[src/rtl/stream_downsizer.sv]
// Splits each IN_DW-bit upstream word into RATIO narrower beats, least-significant slice first.
// One beat per cycle is sustained: a new word may load on the same edge that retires the last beat.

module stream_downsizer #(
  parameter int unsigned IN_DW = 32,
  parameter int unsigned RATIO = 4
) (
  input  logic                     clk,
  input  logic                     rst,
  input  logic                     up_valid,
  input  logic [IN_DW-1:0]         up_data,
  output logic                     up_ready,
  output logic                     down_valid,
  output logic [IN_DW/RATIO-1:0]   down_data,
  output logic                     down_last,
  input  logic                     down_ready
);

  localparam int unsigned OUT_DW = IN_DW / RATIO;
  localparam int unsigned CW     = (RATIO > 1) ? $clog2(RATIO) : 1;
  localparam logic [CW-1:0] LastCnt = CW'(RATIO - 1);

  if (RATIO < 1 || (IN_DW % RATIO) != 0) begin : g_bad_param
    $error("stream_downsizer: IN_DW must be a non-zero multiple of RATIO");
  end

  logic [IN_DW-1:0]  r_buf;
  logic [CW-1:0]     r_cnt;
  logic              r_valid;

  logic              w_up_hs;
  logic              w_dn_hs;
  logic              w_last;
  logic [CW-1:0]     w_cnt_d;
  logic              w_valid_d;
  logic [OUT_DW-1:0] w_slice;

  assign w_last   = (r_cnt == LastCnt);
  // Room for a new word only when idle or when the final beat leaves this cycle.
  assign up_ready = !r_valid || (down_ready && w_last);
  assign w_up_hs  = up_valid && up_ready;
  assign w_dn_hs  = r_valid && down_ready;

  always_comb begin
    w_cnt_d   = r_cnt;
    w_valid_d = r_valid;
    if (w_up_hs) begin
      w_cnt_d   = '0;
      w_valid_d = 1'b1;
    end else if (w_dn_hs) begin
      if (w_last) begin
        w_cnt_d   = '0;
        w_valid_d = 1'b0;
      end else begin
        w_cnt_d = r_cnt + CW'(1);
      end
    end
  end

  always_ff @(posedge clk or negedge rst) begin
    if (!rst) begin
      r_cnt   <= '0;
      r_valid <= 1'b0;
    end else begin
      r_cnt   <= w_cnt_d;
      r_valid <= w_valid_d;
    end
  end

  // Data path needs no reset: it is only observed while r_valid is set.
  always_ff @(posedge clk) begin
    if (w_up_hs) begin
      r_buf <= up_data;
    end
  end

  always_comb begin
    w_slice = r_buf[OUT_DW-1:0];
    for (int unsigned i = 0; i < RATIO; i++) begin
      if (r_cnt == CW'(i)) begin
        w_slice = r_buf[i*OUT_DW +: OUT_DW];
      end
    end
  end

  assign down_valid = r_valid;
  assign down_data  = w_slice;
  assign down_last  = w_last;

endmodule

[config.mk]
export PLATFORM = sky130hd
export DESIGN_NAME = stream_downsizer
export DESIGN_NICKNAME = d
export VERILOG_FILES = /design/src/rtl/stream_downsizer.sv
export SDC_FILE = /design/constraint.sdc
export NUM_CORES = 1
export LEC_CHECK = 0
export BUFFER_PORTS_ARGS = -buffer_cell sky130_fd_sc_hd__buf_2
export CAP_MARGIN = 5
export CORE_MARGIN = 2
export CORE_UTILIZATION = 49
export CTS_CLUSTER_DIAMETER = 150
export CTS_CLUSTER_SIZE = 8
export DETAILED_ROUTE_END_ITERATION = 8
export GPL_TIMING_DRIVEN = 0
export PLACE_DENSITY = 0.78
export SYNTH_ARGS = -nofsm -noshare
export SYNTH_HDL_FRONTEND = slang
export SYNTH_SLANG_ARGS = --single-unit
[constraint.sdc]
create_clock -name clk -period 3.5 [get_ports clk]
set_input_delay 0.525 -clock clk [delete_from_list [all_inputs] [get_ports clk]]
set_output_delay 0.525 -clock clk [all_outputs]
set_load 0.05 [all_outputs]
# ---- Yosys cells after proc, flatten, opt, wreduce, memory -nomap -nowiden
# Index checks and enable logic that the tools add are counted.
dict set report op_classes {
  addsub 1
  n_eq_ne 3
  n_mux 9
  reduce_logical 8
}
# op count
set op_table {}
lappend op_table {{8-bit two-way mux} 3}
lappend op_table {{2-bit two-way mux} 3}
lappend op_table {{2-bit equality test, second input constant} 2}
lappend op_table {{2-bit nonzero test} 2}
lappend op_table {{1-bit logical AND} 3}
lappend op_table {{1-bit two-way mux} 3}
lappend op_table {{2-bit by 1-bit adder with 2-bit output, second input constant} 1}
lappend op_table {{2-bit by 1-bit equality test with 1-bit output, second input constant} 1}
lappend op_table {{2-bit AND reduction} 1}
lappend op_table {{1-bit logical NOT} 1}
lappend op_table {{1-bit logical OR} 1}
dict set report totals {
  reg_bits 35
  input_bits 36
}

# ---- Logic depth before layout (Yosys ltp)
dict set report logic_depth {
  ltp_word 6
  mapped_depth 5
  ltp_nobuf 4
}

# ---- Worst setup path before layout
# Ideal clock, no wire load.
dict set report synth_timing {
  path_kind {register -> register}
  startpoint {reg r_cnt[0]}
  endpoint {reg r_buf[0], enable pin}
  setup_ns 0.425
  arrival_time_ns 2.670
  required_ns 3.075
  setup_slack_ns 0.405
  path_stages_with_launch 5
  path_cell_list {dfrtp_1 -> ha_1 -> buf_4 -> a21boi_1 -> nor2b_1}
}
dict set report synth_between {
  elab_chain_len 4
}
# element line_no
set synth_lines {}
lappend synth_lines {{start: declaration} 28} ;# logic [CW-1:0] r_cnt;
lappend synth_lines {{start signal: assignment} 65} ;# r_cnt <= w_cnt_d;
lappend synth_lines {{2-bit equality test} 38} ;# assign w_last = (r_cnt == LastCnt);
lappend synth_lines {{named net down_last} 15} ;# output logic down_last,
lappend synth_lines {{1-bit logical AND} 40} ;# assign up_ready = !r_valid || (down_ready && w_last);
lappend synth_lines {{1-bit logical OR} 40}
lappend synth_lines {{1-bit logical AND} 41} ;# assign w_up_hs = up_valid && up_ready;
lappend synth_lines {{named net w_up_hs} 31} ;# logic w_up_hs;
lappend synth_lines {{end signal: assignment} 73} ;# r_buf <= up_data;
lappend synth_lines {{end: declaration} 27} ;# logic [IN_DW-1:0] r_buf;
# The timed path passes the listed nets, and every way through them passes these cells.
# A chain may end at the register's enable or synchronous reset.

# ---- Final worst setup path
dict set report layout_timing {
  startpoint {reg r_cnt[0]}
  endpoint {out down_data[7]}
}
dict set report layout_between {
  elab_chain_len 4
}
# element line_no
set layout_lines {}
lappend layout_lines {{2-bit by 1-bit equality test with 1-bit output} 80} ;# if (r_cnt == CW'(i)) begin
lappend layout_lines {{8-bit two-way mux (2 in a row)} 80}
lappend layout_lines {{8-bit two-way mux (*)} 80}
lappend layout_lines {{end: declaration} 14} ;# output logic [IN_DW/RATIO-1:0] down_data,
# Every way passes the cells marked *; elsewhere a longest branch is shown, timed or not.

==> reports/metrics.cfg <==
[worst_setup_path]
path_max_fanout=10
r2r-end=r_buf[18]
worstPathRequired_ns=2.97
worstSetupEndpointType=output port
r2r_setup_slack_ns=1.41
crit_chain=ha_1 > buf_4 > nor2_2 > a211oi_1 > buf_2
cp.arrival_ns=1.92
start_kind=register
crit_type=register to output port
r2r.worst_path.cells=5
max_stage_delay_ns=0.44
r2r_start=r_cnt[0]
cp_slowest_cell=dfrtp_1

[clock_tree]
clk_transition_reported_paths_ns=0.10
clock_sinks=35
clockBufferDepth=2
cts_root_buffer=clkbuf_4
cts_resized=0
cts_tree=built
htreeDepth=2
worstSkewPairLatency_ns=0.32
cts_buffers=5

[global_route]
grt_use_met2_pct=28.1
use_met3_pct=7.14
grt_max_degree=21
top_usage_layer=met2
grt_pass1_vias=915
grt_pass1_wl_mm=4.19
met1_usage_pct=21.4
grtUsageTotal_pct=17.5
grt_overflow_total=0
grt_antenna_before_repair=0

[place]
portBuffers=46
dp_slack_ns=1.39
routabilityCongestion=0.725

[detailed_routing]
ant_nets=0
wl_per_cell_um=14.4
drt-pass1-iter-count=5
viasPerCell=5.24
routed_wl_mm=2.49
drc=0
num_vias=906
drtIter0Drc=31

[pwr]
pwr_density_cell_mw_per_mm2=811
vdd_drop_max_uv=695
leakagePower_nw=0.718
totalPowerFinal_mw=1.46

[finish]
area.growth.synth_to_final_pct=25.0
drive_gt1_share_pct=42.3
nets=180
insertedDiodeCount=0

[timing]
clock_skew_ns=0.00549
hold_viol_final=0
tightest_slew_ns=0.772
rsz0062_at_grt=false
min_period_ns=2.45
worst_slack_ns=1.05
fin_crit_sh_pct=69.9
whs_ns=0.371
setup_viol=0
setup_tns_ns=0
clock.fmax_mhz=409
slew_headroom_pct=48.3
drv_slew=0

[floorplan]
rows=19
die_w_um=58.1
core_mm2=0.00278
dieArea_mm2=0.00338
chipHeight_um=58.1
num_io_pins=47
start_util_pct=51.6

[yosys]
synth-edff-count=32
netlist.area_leader.share_pct=67.0
synth_ff_type=edfxtp_1
yosys_warnings=0
yosys.area.top_type=edfxtp_1
ys_ff_latch=35
synth-seq-area-share_pct=72.2
synthDistinctLibCells=20
async_reset_ff_share_pct=8.57
avgSynthCellArea_um2=16.7
yosysMostFrequentCell=edfxtp_1
synthTopCellsByArea=edfxtp_1 (67%), mux2i_1 (6.3%), dfrtp_1 (5.2%), nor3b_1 (4.2%), a211oi_1 (3.7%)
synth_common_cells=edfxtp_1 (32), mux2i_1 (9), nor2b_1 (8), nor3b_1 (8), a211oi_1 (7)
synthCells=86
synth_nets=125
synthesis.area_mm2=0.00144

[outcome]
status=finished, final reports clean

[worst_hold_path]
hold_path.class=input pin to register
holdPathEnd=r_buf[1]
hold_start=up_data[1]
hold-path-cell-count=1

[job]
timing.max_cap.violations=0

==> worst max-delay path by stage <==
stage | depth (start not counted) | startpoint | to | slack (ns)
finish | 5 | r_cnt[0] | down_data[7] | 1.05
global route | 5 | r_cnt[0] | down_data[0] | 0.85
CTS | 5 | r_cnt[0] | down_data[7] | 0.99
detailed placement | 5 | r_cnt[0] | down_data[7] | 1.39
global placement | 4 | r_cnt[0] | r_buf[10] | 0.29
floorplan | 4 | r_cnt[0] | r_buf[0] | 0.41
==> area by class of cell <==
type / instances / area (um^2)
flip-flops and latches: 35 / 1040
fillers: 235 / 987
multi-input cells: 44 / 363
repair buffers: 48 / 268
clock buffers: 7 / 45.0
well taps: 31 / 38.8
plain buffers: 3 / 23.8
inverters: 4 / 15.0
clock inverters: 1 / 5.00
==> cell usage in the layout, fill, tap and decap left out <==
cell | netlist | routed
or2_2 | 1 | 1
clkbuf_1 | 0 | 2
clkbuf_4 | 0 | 5
inv_1 | 4 | 4
nor2b_1 | 8 | 7
edfxtp_1 | 32 | 32
clkinv_2 | 0 | 1
nor2_1 | 1 | 1
a32o_1 | 1 | 1
buf_4 | 1 | 1
a21boi_1 | 1 | 1
mux2i_1 | 9 | 9
a221oi_2 | 1 | 1
nor2_2 | 1 | 1
a211oi_1 | 7 | 7
buf_2 | 1 | 47
dlygate4sd3_1 | 0 | 1
and3b_1 | 1 | 1
buf_16 | 0 | 1
a22o_1 | 1 | 1
dfrtp_1 | 3 | 3
nand2_1 | 1 | 1
nor2b_2 | 0 | 1
ha_1 | 3 | 3
nor3b_1 | 8 | 8
buf_6 | 1 | 1
==> logic make-up after synthesis <==
| kind of cell | after synthesis | synth area share, % |
|---|---|---|
| AOI/OAI and AO/OA | 11 | 6.54 |
| buffers and inverters | 7 | 2.70 |
| adders and majority gates | 3 | 2.62 |
| muxes | 9 | 6.28 |
| and+or+nand+nor | 21 | 9.68 |
| DFF | 35 | 72.2 |
==> report_power, final <==
group	switching [mW]	total, mW	internal (mW)
Combinational	0.492	0.713	0.221
Sequential	0.0256	0.543	0.517
Clock	0.121	0.199	0.0783
Total	0.639	1.46	0.817
==> critical path, delay by kind of cell (launching register included) <==
family | cells | cell delay (ns)
AOI/OAI and AO/OA | 1 | 0.15
adders and majority gates | 1 | 0.25
buffers and inverters | 2 | 0.42
DFF | 1 | 0.44
and+or+nand+nor | 1 | 0.34
==> repair_timing <==
item | 4_1_cts | 5_1_grt
endpoints found under the hold margin | 3 | 0
buffers inserted | 0 | 0
hold buffers | 1 | 0
==> flip-flops by register name, indices dropped and copies added (netlist names) <==
name,cells
r_buf,32
down_valid,1
r_cnt,2
==> layer usage <==
metal  wire [um]  vias to the layer above  part of all wire, %
met5           0                        -                    0
met4          37                        0                  1.5
met3         154                        5                  6.2
met2        1310                       35                   53
met1         991                      426                   40
li1            -                      440                    -
==> metrics by stage <==
stage	cells	instance area [um^2]	utilization [%]
2_1_floorplan	86	1440	-
3_3_place_gp	163	1700	61.3
3_5_place_dp	164	1730	62.3
4_1_cts	173	1790	64.5
5_1_grt	173	1790	64.5
6_report	173	1790	64.5
No activity file was read; power rests on OpenSTA's default activity.
